<file path="config.mk">
export PLATFORM = sky130hd
export DESIGN_NAME = boot_loader_stream
export DESIGN_NICKNAME = d
export VERILOG_FILES = /design/src/rtl/boot_pkg.sv /design/src/rtl/boot_word_asm.sv /design/src/rtl/boot_loader_stream.sv
export SDC_FILE = /design/constraint.sdc
export NUM_CORES = 1
export LEC_CHECK = 0
export CORE_ASPECT_RATIO = 0.5
export CORE_MARGIN = 2
export CORE_UTILIZATION = 60
export CTS_CLUSTER_DIAMETER = 80
export DETAILED_ROUTE_END_ITERATION = 16
export PLACE_DENSITY = 0.8
export SKIP_CTS_REPAIR_TIMING = 1
export SLEW_MARGIN = 40
export SYNTH_ARGS = -nofsm -noshare
export SYNTH_HDL_FRONTEND = slang
export SYNTH_SLANG_ARGS = --single-unit
</file>
<file path="constraint.sdc">
create_clock -name clk -period 4.9 [get_ports clk]
set_clock_uncertainty 0.05 [all_clocks]
set_input_delay 1.47 -clock clk [delete_from_list [all_inputs] [get_ports clk]]
set_output_delay 1.47 -clock clk [all_outputs]
set_load 0.02 [all_outputs]
</file>
<file path="src/rtl/boot_pkg.sv">
// Shared definitions for the streaming boot loader: FSM state encoding,
// frame-field sizes and a small state-classification helper.
package boot_pkg;

    typedef enum logic [2:0] {
        LEN_LO,
        LEN_HI,
        DATA,
        CSUM,
        HOLD,
        RUN,
        ERROR
    } boot_state_e;

    // Frame layout: two little-endian length bytes, payload, one checksum byte.
    localparam int HDR_BYTES  = 2;
    localparam int CSUM_BYTES = 1;

    // States in which a frame is partially received and the idle timer runs.
    function automatic logic is_frame_state(input boot_state_e s);
        return (s == LEN_HI) || (s == DATA) || (s == CSUM);
    endfunction

endpackage

</file>
<file path="src/rtl/boot_word_asm.sv">
// Byte-to-word assembler: collects DATA_W/8 bytes little-endian (first byte
// lands in bits [7:0]) and presents the finished word with a one-cycle
// word_done strobe on the cycle after the final byte is accepted.
module boot_word_asm #(
    parameter int DATA_W = 16
) (
    input  logic              clk,
    input  logic              rst_n,
    input  logic              byte_valid,
    input  logic [7:0]        byte_in,
    output logic              word_last,
    output logic [DATA_W-1:0] word_data,
    output logic              word_done
);

    localparam int BPW   = DATA_W / 8;
    localparam int CNT_W = (BPW > 1) ? $clog2(BPW) : 1;

    logic [CNT_W-1:0]  byte_cnt;
    logic [DATA_W-1:0] shift_q;
    logic [DATA_W-1:0] shift_next;

    // New bytes enter at the top so the oldest byte ends up in bits [7:0].
    always_comb begin
        shift_next = shift_q >> 8;
        shift_next[DATA_W-1 -: 8] = byte_in;
    end

    assign word_last = byte_valid && (byte_cnt == CNT_W'(BPW - 1));

    // Shift accepted bytes, and latch the completed word for one write cycle.
    always_ff @(posedge clk or negedge rst_n) begin
        if (!rst_n) begin
            byte_cnt  <= '0;
            shift_q   <= '0;
            word_data <= '0;
            word_done <= 1'b0;
        end else begin
            word_done <= 1'b0;
            if (byte_valid) begin
                shift_q <= shift_next;
                if (word_last) begin
                    byte_cnt  <= '0;
                    word_data <= shift_next;
                    word_done <= 1'b1;
                end else begin
                    byte_cnt <= byte_cnt + 1'b1;
                end
            end
        end
    end

endmodule

</file>
<file path="src/rtl/boot_loader_stream.sv">
// Streaming boot loader: receives a length-prefixed program image over a
// byte stream, writes it into instruction RAM, verifies an 8-bit additive
// checksum and then releases the CPU with a timed reset pulse.
module boot_loader_stream
    import boot_pkg::*;
#(
    parameter int DATA_W   = 16,
    parameter int ADDR_W   = 10,
    parameter int RST_HOLD = 4,
    parameter int TIMEOUT  = 50000000
) (
    input  logic              clk,
    input  logic              rst_n,
    input  logic [7:0]        rx_data,
    input  logic              rx_valid,
    output logic              rx_ready,
    input  logic              boot_skip,
    input  logic              reboot,
    output logic              mem_we,
    output logic [ADDR_W-1:0] mem_addr,
    output logic [DATA_W-1:0] mem_wdata,
    output logic              booting,
    output logic              cpu_rst,
    output logic              boot_err,
    output logic [ADDR_W:0]   words_loaded
);

    localparam int DEPTH  = 2 ** ADDR_W;
    localparam int TO_W   = (TIMEOUT > 1) ? $clog2(TIMEOUT) : 1;
    localparam int HOLD_W = (RST_HOLD > 1) ? $clog2(RST_HOLD) : 1;

    boot_state_e       state_q;
    boot_state_e       state_d;
    logic              armed_q;
    logic              reboot_q;
    logic [7:0]        len_lo_q;
    logic [ADDR_W:0]   len_q;
    logic [ADDR_W:0]   words_issued_q;
    logic [ADDR_W-1:0] last_addr_q;
    logic [7:0]        csum_q;
    logic [TO_W-1:0]   idle_cnt_q;
    logic [HOLD_W-1:0] hold_cnt_q;
    logic [15:0]       len_full;
    logic              accept;
    logic              timed_out;
    logic              word_last;
    logic              word_done;
    logic [DATA_W-1:0] word_data;

    assign len_full = {rx_data, len_lo_q};

    // Ready is held off for the first cycle after reset, and boot_skip in
    // LEN_LO takes priority over an incoming byte.
    assign rx_ready = armed_q && ((state_q == LEN_LO) ? !boot_skip : is_frame_state(state_q));
    assign accept   = rx_valid && rx_ready;

    assign timed_out = (TIMEOUT != 0) && is_frame_state(state_q) && !accept
                       && (idle_cnt_q == TO_W'(TIMEOUT - 1));

    boot_word_asm #(
        .DATA_W (DATA_W)
    ) u_word_asm (
        .clk        (clk),
        .rst_n      (rst_n),
        .byte_valid (accept && (state_q == DATA)),
        .byte_in    (rx_data),
        .word_last  (word_last),
        .word_data  (word_data),
        .word_done  (word_done)
    );

    assign mem_we    = word_done;
    assign mem_wdata = word_data;
    assign mem_addr  = word_done ? words_loaded[ADDR_W-1:0] : last_addr_q;

    // State register.
    always_ff @(posedge clk or negedge rst_n) begin
        if (!rst_n) begin
            state_q <= LEN_LO;
        end else begin
            state_q <= state_d;
        end
    end

    // Next-state decode and the state-derived status outputs.
    always_comb begin
        state_d  = state_q;
        booting  = 1'b1;
        cpu_rst  = 1'b1;
        boot_err = 1'b0;
        case (state_q)
            LEN_LO: begin
                if (boot_skip) begin
                    state_d = HOLD;
                end else if (accept) begin
                    state_d = LEN_HI;
                end
            end
            LEN_HI: begin
                if (accept) begin
                    if (32'(len_full) > 32'(DEPTH)) begin
                        state_d = ERROR;
                    end else if (len_full == 16'd0) begin
                        state_d = CSUM;
                    end else begin
                        state_d = DATA;
                    end
                end else if (timed_out) begin
                    state_d = ERROR;
                end
            end
            DATA: begin
                if (word_last && (words_issued_q == len_q - 1'b1)) begin
                    state_d = CSUM;
                end else if (timed_out) begin
                    state_d = ERROR;
                end
            end
            CSUM: begin
                if (accept) begin
                    state_d = (rx_data == csum_q) ? HOLD : ERROR;
                end else if (timed_out) begin
                    state_d = ERROR;
                end
            end
            HOLD: begin
                booting = 1'b0;
                if (hold_cnt_q == HOLD_W'(RST_HOLD - 1)) begin
                    state_d = RUN;
                end
            end
            RUN: begin
                booting = 1'b0;
                cpu_rst = 1'b0;
                if (reboot && !reboot_q) begin
                    state_d = HOLD;
                end
            end
            ERROR: begin
                boot_err = 1'b1;
            end
            default: begin
                state_d = ERROR;
            end
        endcase
    end

    // Frame bookkeeping: length capture, checksum, word counters and timers.
    always_ff @(posedge clk or negedge rst_n) begin
        if (!rst_n) begin
            armed_q        <= 1'b0;
            reboot_q       <= 1'b0;
            len_lo_q       <= '0;
            len_q          <= '0;
            words_issued_q <= '0;
            words_loaded   <= '0;
            last_addr_q    <= '0;
            csum_q         <= '0;
            idle_cnt_q     <= '0;
            hold_cnt_q     <= '0;
        end else begin
            armed_q  <= 1'b1;
            reboot_q <= reboot;
            if (accept && (state_q == LEN_LO)) begin
                len_lo_q <= rx_data;
            end
            if (accept && (state_q == LEN_HI)) begin
                len_q <= len_full[ADDR_W:0];
            end
            if (accept && (state_q == DATA)) begin
                csum_q <= csum_q + rx_data;
            end
            if (word_last) begin
                words_issued_q <= words_issued_q + 1'b1;
            end
            if (word_done) begin
                words_loaded <= words_loaded + 1'b1;
                last_addr_q  <= words_loaded[ADDR_W-1:0];
            end
            if (!is_frame_state(state_q) || accept) begin
                idle_cnt_q <= '0;
            end else begin
                idle_cnt_q <= idle_cnt_q + 1'b1;
            end
            if (state_q == HOLD) begin
                hold_cnt_q <= hold_cnt_q + 1'b1;
            end else begin
                hold_cnt_q <= '0;
            end
        end
    end

endmodule

</file>
Word-level counts from Yosys, hierarchy flattened
Index checks and enable logic that the tools add are counted.
{"block": "totals", "register_bits": 126, "in_bits": 13, "output_inout_bits": 42, "wordCells": 81}
{"block": "op_classes", "eq_ne": 13, "n_reduce_logical": 22, "addsub": 7, "bitwise": 1, "magnitude_cmp": 1, "n_mux": 22}
{"operator": "$mux W3", "count": 9}
{"operator": "$add A26 B1 Y26 const B", "count": 1}
{"operator": "$eq A26 B26 Y1 const B", "count": 1}
{"operator": "$mux W26", "count": 1}
{"operator": "$add A11 B1 Y11 const B", "count": 2}
{"operator": "$pmux W3 S7", "count": 1}
{"operator": "$gt A16 B11 Y1 const B", "count": 1}
{"operator": "$logic_not A16 Y1", "count": 1}
{"operator": "$eq A11 B11 Y1", "count": 1}
{"operator": "$sub A11 B1 Y11 const B", "count": 1}
{"operator": "$logic_and A1 B1 Y1", "count": 10}
{"operator": "$mux W10", "count": 1}
{"operator": "$eq A3 B3 Y1 const B", "count": 3}
{"operator": "$add A8 B8 Y8", "count": 1}
{"operator": "$eq A8 B8 Y1", "count": 1}
{"operator": "$mux W1", "count": 8}
{"operator": "$eq A3 B2 Y1 const B", "count": 2}
{"operator": "$logic_not A1 Y1", "count": 4}
{"operator": "$mux W2", "count": 2}
{"operator": "$ne A2 B2 Y1 const B", "count": 2}
{"operator": "$reduce_and A4 Y1", "count": 1}
{"operator": "$eq A3 B1 Y1 const B", "count": 1}
{"operator": "$logic_not A3 Y1", "count": 1}
{"operator": "$logic_or A1 B1 Y1", "count": 3}
{"operator": "7 further kinds", "count": 7}

Longest topological paths before layout
Gate-level depths: netlist of run 1.
{"block": "depth", "ltp_word": 12, "ltp_mapped": 9, "mapped_depth_nobuf": 9}

Modules after synthesis
Synthesis of run 1 repeated with hierarchy kept, for this count alone.
{"block": "hier_totals", "cells_unflattened": 500, "hier_area_um2": 5654.2}
{"module": "boot_loader_stream", "n_inst": 1, "area_per_inst_um2": 4653.2, "cells_per_inst": 445}
{"module": "boot_word_asm", "n_inst": 1, "area_per_inst_um2": 1001.0, "cells_per_inst": 55}

Least setup slack after synthesis of run 1
No wires, ideal clock.
{"block": "synth_timing", "path_kind": "input-to-output", "startpoint": "input boot_skip", "endpoint": "output rx_ready", "cell_stages": 1, "slack_ns": 1.572, "required_ns": 3.380, "arrival_ns": 1.808, "n_path_buf": 0, "cell_sequence": "a21oi_1"}
{"block": "synth_between", "elab_chain_cells": 3}
{"item": "start, declared", "line": "boot_loader_stream.sv:17", "source": "input logic boot_skip,"}
{"item": "$logic_not A1 Y1", "line": "boot_loader_stream.sv:54", "source": "assign rx_ready = armed_q && ((state_q == LEN_LO) ? !boot_skip : is_frame_state(state_q));"}
{"item": "$mux W1", "line": "boot_loader_stream.sv:54"}
{"item": "$logic_and A1 B1 Y1", "line": "boot_loader_stream.sv:54"}
{"item": "end, declared", "line": "boot_loader_stream.sv:16", "source": "output logic rx_ready,"}
No other way between the ends.

Worst setup path after layout of run 1
Ends and elaborated chain as after synthesis.

==> key figures, run 1 <==
Status
  – Status: complete, no violations

Die
  – Placement Rows: 24
  – Area inside the core boundary: between 8000 and 9000 um^2
  – Initial Util: 0.629
  – Overall die width: about 140 um
  – Top-level port count: 55
  – Die Ht: 72.3 um
  – Die ar.: 10200 um^2

Placement
  – Total half-perimeter wirelength after legalization and detailed placement: 7.16 mm
  – Number of buffers added on ports: 54
  – # placed instances: 651
  – Final weighted congestion of routability-driven global placement: between 0.8 and 0.9

Power
  – Static leakage power: 0.00311 uW
  – Switching pwr: 535 uW
  – Clock share of power: 0.531
  – Portion of total power attributed to sequential cells: 0.412
  – Internal cell power: between 1500 and 2000 uW
  – Combinational cell fraction of total power: 0.057
  – Switching part of the total power: 0.215
  – Cell Pwr Density: 362 nW/um^2
  – Pwr Total: 2490 uW
  – VDD IR-drop max: 0.270 mV

Hold path
  – Worst hold-check path type: flip-flop to flip-flop
  – Launch instance of the worst min-delay path: hold_cnt_q[0]

Logic synthesis
  – Flop and latch count out of synthesis: 118
  – Sequential-to-total area share from yosys stat: 0.528
  – Mean instance size in the synthesized netlist: 11.3 um^2
  – Prevailing post-synth register cell: dfrtp_1
  – Summed instance area of the synthesized netlist: ~5600 um^2
  – Number of synthesized flops with an enable pin: 0
  – Fraction of registers with async set or reset after synthesis: 1.00
  – Net Count, Synth: 521
  – Total of warnings raised by yosys: 0
  – Number of unique standard cell types used by synthesis: 54
  – Post-synthesis cell count: 495

Clock network
  – Clock slew seen by the registers of the worst setup and hold paths: 0.05 ns
  – Clk root buf: clkbuf_16
  – Level count of the clock H-tree: 4
  – Clock latency at the later pin of the worst-skew pair: 0.41 ns
  – Number of clock sinks seen by CTS: 118
  – Maximum count of clock buffers along a single path: 2
  – TritonCTS clock tree: done
  – Inserted Clock Buffers: 17

Global routing
  – Sum of overflow across all layers after global routing: 0
  – Largest net degree at the start of global routing: 84
  – Wire length of the first global-routing pass: 18.9 mm
  – Via count of the first global-routing pass: 3811
  – Antenna violations before repair: 0
  – Total routing resource utilization after global routing: 0.241

Timing
  – Min Tclk post-route: 4.23 ns
  – FMAX: 236 MHz
  – Finish-stage setup viols: 0
  – Final clock period utilization by the worst path: 0.863
  – Minimum hold slack: 0.394 ns
  – Slew Limit Fails: 0
  – Final Hold Viols: 0
  – Worst rel slew slack: 0.571
  – RSZ-0062 raised after global routing: false
  – Worst Tran Pin Value: 0.637 ns
  – Final TNS setup: 0 ns

Worst setup path
  – Crit path launch type: input port
  – CP Max Fanout: 4
  – Endpoint type of the worst setup path: primary output
  – Critical Path AT: 2.71 ns
  – Critical path required time: 3.38 ns
  – Slowest cell on the critical path: clkdlybuf4s50_1
  – Worst flop-to-flop path startpoint: csum_q[1]
  – Cell chain of the critical path: clkdlybuf4s50_1, a21oi_1, clkdlybuf4s50_1
  – Max incr delay on CP: 0.61 ns
  – Most prevalent standard cell on the critical path: clkdlybuf4s50_1
  – Origin of the worst setup path: boot_skip
  – Worst Setup Path Type: input port to primary output

Cells and area
  – Ratio of cells with drive above 1 in the final layout: 0.179
  – Count of nets after finishing: just under 600
  – Synth-to-Final Area Change: 23.0%
  – Final Instance Count excl. Fillers: 682
  – N_diodes: 0
  – Most common cell after layout, fill and taps aside: dfrtp_1
  – Top library cells by usage in the layout, fill and taps aside: dfrtp_1 (118), clkdlybuf4s50_1 (53), mux2_2 (52)

Route
  – Wire length after detailed routing: 11.2 mm
  – Post-DR vias/cell: 5.74
  – Final ANT Viol Nets: 0
  – First drt pass iteration count: 5
  – Number of vias after detailed routing: just under 4000
  – Post-DR wirelength/cell: 16.4 um
  – Drt initial violations: 201
  – DRC violations left: 0

Job
  – # Max-Cap Violations: 0
==> stage by stage <==
stage               worst slack (ns)  instance area (um^2)  utilization
finish                         0.671                  6880        0.774
global route                   0.592                  6880        0.774
CTS                            0.681                  6870        0.773
detailed placement             0.702                  6240        0.702
global placement               0.705                  6240        0.702
floorplan                       1.57                  5590            -
==> state kept, by name, indices dropped and copies added (netlist names) <==
| signal | count |
|---|---|
| words_issued_q | 11 |
| u_word_asm.word_done | 1 |
| len_q | 11 |
| u_word_asm.word_data | 16 |
| hold_cnt_q | 2 |
| last_addr_q | 10 |
| u_word_asm.shift_q | 8 |
| len_lo_q | 8 |
| reboot_q | 1 |
| csum_q | 8 |
| u_word_asm.byte_cnt | 1 |
| words_loaded | 11 |
| idle_cnt_q | 26 |
| state_q | 3 |
| armed_q | 1 |
==> area by class of cell <==
| type | count | area [um^2] |
|---|---|---|
| inverters | 10 | 37.5 |
| clock buffers | 17 | 425 |
| flip-flops and latches | 118 | 2950 |
| multi-input cells | 350 | 2540 |
| clock inverters | 14 | 209 |
| well taps | 117 | 146 |
| repair buffers | 56 | 566 |
| fillers | 547 | 2010 |
==> synth_stat cells (2+ instances only) <==
cell type	number	area (um^2)
and3_1	6	37.5
nor4_1	8	50.1
dfrtp_1	118	2950
nand2_1	33	124
o211ai_1	2	15.0
inv_1	10	37.5
nor3_1	9	45.0
xnor2_1	32	280
nor2_1	40	150
and2_1	3	18.8
nand3_1	22	110
a21o_1	2	15.0
nor2b_1	4	25.0
nand4_1	15	93.8
o21a_1	3	22.5
a31oi_1	3	18.8
or3_1	6	37.5
nor3b_1	2	15.0
clkbuf_1	14	52.6
o31ai_1	3	22.5
buf_2	2	10.0
o21ai_0	17	85.1
a211oi_1	3	22.5
ha_1	12	150
or3_2	2	15.0
xor2_1	28	245
mux2_2	52	586
a21oi_1	12	60.1
nand2b_1	3	18.8
nor4b_1	2	17.5
nand3b_1	2	15.0
and3b_1	3	26.3
==> power groups by stage <==
stage / registers, uW / logic [uW] / clock network [uW]
detailed placement: 1040 / 142 / 0
global route: 1030 / 160 / 1390
global placement: 1040 / 137 / 0
finish: 1030 / 142 / 1320
CTS: 1030 / 144 / 1340
floorplan: 1030 / 88.2 / 0
==> metal layers <==
layer  routed length [um]  part of all wire  vias up  GRT usage
li1                     -                 -     1865          -
met1                 5200              0.46     1943      0.321
met2                 5310              0.47       91      0.393
met3                  559             0.050       13     0.0700
met4                  125             0.011        0     0.0778
met5                    0                 0        -          0
==> critical path: cells and delay by family <==
family / cells / cell delay [ns]
buffers and inverters: 2 / 1.08
AOI/OAI and AO/OA: 1 / 0.15
==> final timing paths <==
kind                                           end  slack, ns  cells past startpoint
hold / removal                       hold_cnt_q[0]       0.39                      1
hold reg to reg                      hold_cnt_q[0]       0.39                      1
setup reg to reg                         csum_q[7]       2.70                      7
max in group asynchronous        words_issued_q[5]       3.07                      2
setup / recovery                          rx_ready       0.67                      3
min in group asynchronous  u_word_asm.word_data[7]       0.96                      1
==> cell families after synthesis <==
kind of cell	synth area share
AND/OR/NAND/NOR	0.165
other	0.000671
flip-flops	0.528
multiplexers	0.107
adder cells (fa/ha/maj)	0.0304
buffers and inverters	0.0186
XOR/XNOR	0.0940
AO/OA/AOI/OAI	0.0571
Power figures use the tool's default switching activity.
==> run 2, diff against run 1 <==
ABC_CLOCK_PERIOD_IN_PS = 4900   (was default)
DONT_BUFFER_PORTS = 1   (was default)
PLACE_DENSITY = 0.73   (was 0.8)
SYNTH_HIERARCHICAL = 1   (was default)
==> key figures, run 2 <==
Status
  – Status: complete, no violations (unchanged)

Cells and area
  – Count of nets after finishing: 533 (was 579)
  – Post-layout util: 0.716 (was 0.774)
  – Filler Cell Count: 613 (was 547)
  – Ratio of cells with drive above 1 in the final layout: 0.194 (was 0.179)
  – N_diodes: 0 (unchanged)
  – Flip-flop count of the largest register after layout: 26 (unchanged)
  – Top library cells by usage in the layout, fill and taps aside: dfrtp_1 (117), nor2_1 (43), mux2_2 (42) (was dfrtp_1 (118), clkdlybuf4s50_1 (53), mux2_2 (52))
  – Most common cell after layout, fill and taps aside: dfrtp_1 (unchanged)
  – Largest registers: idle_cnt_q (26), u_word_asm/word_data (16) (was idle_cnt_q (26), u_word_asm.word_data (16))
  – Synth-to-Final Area Change: 12.9% (was 23.0%)
  – Most flop-heavy register: idle_cnt_q (unchanged)

Worst setup path
  – CP Max Fanout: 17 (was 4)
  – Worst reg-to-reg path cell count: 12 (was 7)
  – Slowest cell on the critical path: a21oi_1 (was clkdlybuf4s50_1)
  – Crit path launch type: input port (unchanged)
  – Cell chain of the critical path: nand3b_1, a21oi_1, nand2_1, buf_4, inv_1, nand2_4, inv_1, nand3_1, or3_1, nor4_1, nand3_1, a41o_1 (was clkdlybuf4s50_1, a21oi_1, clkdlybuf4s50_1)
  – Worst Setup Path Type: input port to flip-flop (was input port to primary output)
  – Endpoint type of the worst setup path: flip-flop (was primary output)
  – Max incr delay on CP: 0.46 ns (was 0.61 ns)
  – Critical Path AT: 4.07 ns (was 2.71 ns)
  – Critical path required time: 5.15 ns (was 3.38 ns)

Logic synthesis
  – Area share of the largest cell type after synthesis: 0.522 (was 0.528)
  – Sequential-to-total area share from yosys stat: 0.522 (was 0.528)
  – Post-synthesis cell count: 500 (was 495)
  – Net Count, Synth: 526 (was 521)
  – Mean instance size in the synthesized netlist: 11.3 um^2 (about the same)
  – Number of unique standard cell types used by synthesis: 62 (was 54)
  – Total of warnings raised by yosys: 6 (was 0)
  – Number of synthesized flops with an enable pin: 0 (unchanged)
  – Flop and latch count out of synthesis: 118 (unchanged)
  – Fraction of registers with async set or reset after synthesis: 1.00 (unchanged)
  – Post-synth top area cell: dfrtp_1 (unchanged)
  – Summed instance area of the synthesized netlist: 5650 um^2 (was 5590 um^2)
  – Post-synthesis share of cell area spent on full adders, half adders and majority gates: 0.0301 (was 0.0304)
  – XOR/XNOR share of the synthesized area: 0.0914 (was 0.0940)
  – Multiplexer share of the synthesized area: 0.109 (was 0.107)
  – Most frequent cell after synthesis: dfrtp_1 (unchanged)
  – Complex-gate fraction of the synthesized area: 0.0575 (was 0.0571)
  – Prevailing post-synth register cell: dfrtp_1 (unchanged)
  – Cells taking the most area after synthesis: dfrtp_1 (52%), mux2_2 (8.4%), xor2_1 (4.8%) (was dfrtp_1 (53%), mux2_2 (10%), xnor2_1 (5.0%))
  – Commonest cells in the synthesized netlist: dfrtp_1 (118), nor2_1 (43), mux2_2 (42) (was dfrtp_1 (118), mux2_2 (52), nor2_1 (40))
  – Synthesized-area fraction occupied by and/or/nand/nor cells: 0.166 (was 0.165)
  – Combinational family with the most area after synthesis: simple AND/OR/NAND/NOR gates (unchanged)

Route
  – First drt pass iteration count: 4 (was 5)
  – DRC violations left: 0 (unchanged)
  – M1 WL: 5.40 mm (was 5.20 mm)
  – Drt initial violations: 256 (was 201)
  – Post-DR wirelength/cell: 18.2 um (was 16.4 um)
  – Final ANT Viol Nets: 0 (unchanged)
  – Uppermost metal layer occupied by signal nets: met4 (unchanged)
  – Met2 Wirelength: 5.25 mm (was 5.31 mm)
  – Post-DR vias/cell: 6.00 (was 5.74)
  – Routed met3 length: 753 um (was 559 um)
  – Wire length after detailed routing: 11.6 mm (was 11.2 mm)
  – Number of vias after detailed routing: 3820 (was 3912)

Global routing
  – Sum of overflow across all layers after global routing: 0 (unchanged)
  – Largest net degree at the start of global routing: 119 (was 84)
  – Total routing resource utilization after global routing: 0.248 (was 0.241)
  – Via count of the first global-routing pass: 3799 (was 3811)
  – Wire length of the first global-routing pass: 19.3 mm (was 18.9 mm)
  – Antenna violations before repair: 0 (unchanged)

Timing
  – Worst rel slew slack: 0.408 (was 0.571)
  – Min Tclk post-route: 3.83 ns (was 4.23 ns)
  – FMAX: 261 MHz (was 236 MHz)
  – RSZ-0062 raised after global routing: false (unchanged)
  – Finish-stage setup viols: 0 (unchanged)
  – Final TNS setup: 0 ns (unchanged)
  – Final clock period utilization by the worst path: 0.781 (was 0.863)
  – Slew Limit Fails: 0 (unchanged)
  – Worst Tran Pin Value: 0.880 ns (was 0.637 ns)
  – Final Hold Viols: 0 (unchanged)

Die
  – Overall die width: 141 um (about the same)
  – Die Ht: 72.6 um (was 72.3 um)
  – Area inside the core boundary: 8920 um^2 (was 8890 um^2)
  – Placement Rows: 24 (unchanged)
  – Die ar.: 10300 um^2 (was 10200 um^2)
  – Initial Util: 0.634 (was 0.629)
  – Top-level port count: 55 (unchanged)

Clock network
  – Level count of the clock H-tree: 4 (unchanged)
  – Number of clock sinks seen by CTS: 118 (unchanged)
  – Inserted Clock Buffers: 17 (unchanged)
  – TritonCTS clock tree: done (unchanged)
  – Clock slew seen by the registers of the worst setup and hold paths: 0.06 ns (was 0.05 ns)
  – Clock latency at the later pin of the worst-skew pair: 0.41 ns (about the same)
  – Maximum count of clock buffers along a single path: 2 (unchanged)
  – Clk root buf: clkbuf_16 (unchanged)

Power
  – Cell Pwr Density: 393 nW/um^2 (was 362 nW/um^2)
  – VDD IR-drop max: 0.282 mV (was 0.270 mV)
  – Static leakage power: 0.00293 uW (was 0.00311 uW)
  – Pwr Total: 2510 uW (was 2490 uW)

Hold path
  – Min-Delay Path Depth: 1 (unchanged)
  – Worst hold-check path type: flip-flop to flip-flop (unchanged)

Placement
  – Number of buffers added on ports: 0 (was 54)
  – Final weighted congestion of routability-driven global placement: 0.898 (was 0.828)
  – Total half-perimeter wirelength after legalization and detailed placement: 7.46 mm (was 7.16 mm)

Job
  – # Max-Cap Violations: 0 (unchanged)
[run 2: cell types whose count changed in the layout (fill, tap and decap cells not counted), moves of 5 or more]
cell / previous run / this run
clkdlybuf4s50_1: 53 / 0
inv_1: 10 / 16
mux2_2: 52 / 42
mux2_4: 0 / 9
nand2_1: 32 / 40
nand3_1: 22 / 17
[run 2: per-stage QoR]
stage,hold slack [ns],area [um^2],setup WS [ns],instances
floorplan,0.360,5650,0.874,500
global placement,0.389,5750,0.861,605
detailed placement,0.385,5780,0.647,605
CTS,0.398,6380,1.07,637
global route,0.417,6380,0.809,637
finish,0.399,6380,1.07,637
[run 2: worst max-delay path: cells and delay by family]
family	cells	cell delay [ns]
buffers and inverters	3	0.58
AOI/OAI and AO/OA	2	0.72
and+or+nand+nor	7	1.29
[run 2: logic make-up after synthesis]
logic type,count (synthesis)
AND/OR/NAND/NOR,176
XOR/XNOR,59
multiplexers,52
buffers and inverters,30
other,1
adder cells (fa/ha/maj),13
AO/OA/AOI/OAI,51
flip-flops,118
[run 2: cell type report]
| cell class | count | area [um^2] | area share |
|---|---|---|---|
| Inverter | 16 | 60.1 | 0.00941 |
| Clock inverter | 12 | 143 | 0.0223 |
| Clock buffer | 20 | 467 | 0.0731 |
| Timing Repair Buffer | 2 | 15.0 | 0.00235 |
| Sequential cell | 118 | 2950 | 0.463 |
| Multi-Input combinational cell | 352 | 2600 | 0.407 |
| Tap cell | 117 | 146 | 0.0229 |
[run 2: power by group]
group	internal, uW	leakage [uW]	total, uW	switching [uW]
Clock	797	0.000286	1270	475
Sequential	1020	0.00161	1080	60.8
Combinational	77.1	0.00103	160	82.5
Total	1890	0.00293	2510	619
[run 2: final timing paths]
check	start	end	slack, ns
setup / recovery	rx_valid	state_q[2]	1.07
hold / removal	hold_cnt_q[0]	hold_cnt_q[0]	0.40
setup reg to reg	state_q[2]	state_q[2]	1.47
hold reg to reg	hold_cnt_q[0]	hold_cnt_q[0]	0.40
max in group asynchronous	rst_n	u_word_asm/word_done	3.90
min in group asynchronous	rst_n	last_addr_q[9]	0.70
[run 2: metal layers]
layer	global-route usage	up-vias
met3	0.0702	18
met2	0.381	113
li1	-	1778
met4	0.102	0
met1	0.340	1911
met5	0	-
==> run 3, diff against run 2 <==
ABC_CLOCK_PERIOD_IN_PS = 3600   (was 4900)
clock period = 3.6 ns   (was 4.9 ns; I/O delays follow)
==> key figures, run 3 (same netlist as run 2, synthesis figures left out) <==
Status
  – Status: complete, no violations (unchanged)

Cells and area
  – Ratio of cells with drive above 1 in the final layout: 0.200 (was 0.194)
  – Top library cells by usage in the layout, fill and taps aside: dfrtp_1 (117), nor2_1 (43), mux2_2 (42) (unchanged)
  – Flip-flop count of the largest register after layout: 26 (unchanged)
  – Count of nets after finishing: 538 (was 533)
  – Post-layout util: 0.721 (was 0.716)
  – Largest registers: idle_cnt_q (26), u_word_asm/word_data (16) (unchanged)
  – Filler Cell Count: 629 (was 613)
  – FF/Latch Area: 2950 um^2 (unchanged)
  – Most flop-heavy register: idle_cnt_q (unchanged)
  – Area of the multi-input gates: 2590 um^2 (was 2600 um^2)
  – Final design instance area without fill: 6430 um^2 (was 6380 um^2)
  – Most common cell after layout, fill and taps aside: dfrtp_1 (unchanged)
  – N_diodes: 0 (unchanged)
  – Synth-to-Final Area Change: 13.7% (was 12.9%)

Job
  – # Max-Cap Violations: 0 (unchanged)

Route
  – Post-DR vias/cell: 6.05 (was 6.00)
  – Post-DR wirelength/cell: 18.5 um (was 18.2 um)
  – Wire length after detailed routing: 11.9 mm (was 11.6 mm)
  – Drt initial violations: 312 (was 256)
  – Number of vias after detailed routing: 3879 (was 3820)
  – Final ANT Viol Nets: 0 (unchanged)
  – First drt pass iteration count: 5 (was 4)
  – DRC violations left: 0 (unchanged)

Global routing
  – Total routing resource utilization after global routing: 0.252 (was 0.248)
  – Wire length of the first global-routing pass: 19.7 mm (was 19.3 mm)
  – Antenna violations before repair: 0 (unchanged)
  – Largest net degree at the start of global routing: 119 (unchanged)
  – Via count of the first global-routing pass: 3964 (was 3799)
  – Sum of overflow across all layers after global routing: 0 (unchanged)

Worst setup path
  – Crit path launch type: flip-flop (was input port)
  – Flop-to-flop setup slack: 0.57 ns (was 1.47 ns)
  – Endpoint type of the worst setup path: primary output (was flip-flop)
  – Cell chain of the critical path: inv_1, nor3_1 (was nand3b_1, a21oi_1, nand2_1, buf_4, inv_1, nand2_4, inv_1, nand3_1, or3_1, nor4_1, nand3_1, a41o_1)
  – Worst Setup Path Type: flip-flop to primary output (was input port to flip-flop)
  – Slowest cell on the critical path: nor3_1 (was a21oi_1)
  – Family with the most delay on the worst path: simple AND/OR/NAND/NOR gates (unchanged)
  – Worst r2r dst: state_q[2] (unchanged)
  – Max incr delay on CP: 0.73 ns (was 0.46 ns)
  – Worst reg-to-reg path cell count: 11 (was 12)
  – Critical Path AT: 1.93 ns (was 4.07 ns)
  – Worst path buffer plus inverter count: 1 (was 3)
  – Worst flop-to-flop path startpoint: state_q[1] (was state_q[2])
  – CP Max Fanout: 9 (was 17)
  – Critical path required time: 2.47 ns (was 5.15 ns)

Timing
  – Worst rel slew slack: 0.443 (was 0.408)
  – FMAX: 326 MHz
  – RSZ-0062 raised after global routing: false (unchanged)
  – Worst Tran Pin Value: 0.830 ns (was 0.880 ns)
  – Slew Limit Fails: 0 (unchanged)
  – Final Hold Viols: 0 (unchanged)
  – Worst-case setup margin in the final layout: 0.535 ns (was 1.07 ns)
  – Min Tclk post-route: 3.06 ns
  – Finish-stage setup viols: 0 (unchanged)
  – Final TNS setup: 0 ns (unchanged)
  – Final clock period utilization by the worst path: 0.851

Clock network
  – Maximum count of clock buffers along a single path: 2 (unchanged)
  – Clock latency at the later pin of the worst-skew pair: 0.41 ns (about the same)
  – Number of clock sinks seen by CTS: 118 (unchanged)
  – Clock slew seen by the registers of the worst setup and hold paths: 0.06 ns (about the same)
  – Clk root buf: clkbuf_16 (unchanged)
  – TritonCTS clock tree: done (unchanged)
  – Inserted Clock Buffers: 17 (unchanged)
  – Level count of the clock H-tree: 4 (unchanged)

Placement
  – Worst setup slack before clock tree synthesis: 0.280 ns (was 0.647 ns)
  – Total half-perimeter wirelength after legalization and detailed placement: 7.60 mm (was 7.46 mm)
  – Placed cell area: 5800 um^2 (was 5780 um^2)
  – Number of buffers added on ports: 0 (unchanged)
  – Final weighted congestion of routability-driven global placement: 0.856 (was 0.898)

Die
  – Die ar.: 10300 um^2 (unchanged)
  – Area inside the core boundary: 8920 um^2 (unchanged)
  – Top-level port count: 55 (unchanged)
  – Placement Rows: 24 (unchanged)
  – Die Ht: 72.6 um (unchanged)
  – Initial Util: 0.634 (unchanged)
  – Overall die width: 141 um (unchanged)

Power
  – VDD IR-drop max: 0.377 mV (was 0.282 mV)
  – Cell Pwr Density: 543 nW/um^2 (was 393 nW/um^2)
  – Static leakage power: 0.00296 uW (was 0.00293 uW)

Hold path
  – Worst hold-check path type: input port to async pin (was flip-flop to flip-flop)
run 3: cell count changes in the layout (fill, tap and decap cells not counted), sizes merged:
| cell | before | now |
|---|---|---|
| inv | 20 | 18 |
| clkinv | 2 | 1 |
| bufinv | 2 | 4 |
| buf | 2 | 7 |
run 3: through the flow:
step | hold slack, ns | cells | total power (uW)
floorplan | 0.360 | 500 | 1640
global placement | 0.389 | 610 | 1680
detailed placement | 0.383 | 610 | 1690
CTS | 0.300 | 641 | 3500
global route | 0.293 | 641 | 3610
finish | 0.311 | 641 | 3490
run 3: cell type report:
type / instances / area share
Clock inverter: 11 / 0.0268
Timing Repair Buffer: 7 / 0.00817
Clock buffer: 20 / 0.0710
Inverter: 16 / 0.00934
Tap cell: 117 / 0.0228
Sequential cell: 118 / 0.459
Multi-Input combinational cell: 352 / 0.403
run 3: metal layers:
| layer | vias up | routed length (um) | track usage | share of wire |
|---|---|---|---|---|
| li1 | 1788 | - | - | - |
| met1 | 1943 | 5410 | 0.333 | 0.46 |
| met2 | 118 | 5450 | 0.398 | 0.46 |
| met5 | - | 0 | 0 | 0 |
| met3 | 30 | 745 | 0.0676 | 0.063 |
| met4 | 0 | 268 | 0.118 | 0.023 |
run 3: worst register-to-register path, stage by stage (launching register included):
cell,delay [ns]
dfrtp_1,0.58
inv_1,0.21
nor2_1,0.25
nand2_1,0.11
inv_1,0.11
nand2_4,0.18
inv_1,0.29
nand3_1,0.10
or3_1,0.32
nor4_1,0.34
nand3_1,0.11
a41o_1,0.26
run 3: report_power, final:
part | internal [uW] | total [uW] | leakage [uW] | switching (uW)
combinational | 104 | 227 | 0.00105 | 123
clock | 1190 | 1800 | 0.000295 | 610
sequential | 1380 | 1460 | 0.00161 | 78.1
run 3: worst max path at each step:
| stage | to | cells past startpoint | slack, ns | from |
|---|---|---|---|---|
| floorplan | state_q[2] | 14 | 0.08 | rx_valid |
| global placement | state_q[2] | 11 | 0.36 | rx_valid |
| detailed placement | state_q[2] | 11 | 0.28 | rx_valid |
| CTS | boot_err | 2 | 0.60 | state_q[1] |
| global route | state_q[2] | 11 | 0.35 | state_q[1] |
| finish | boot_err | 2 | 0.54 | state_q[1] |
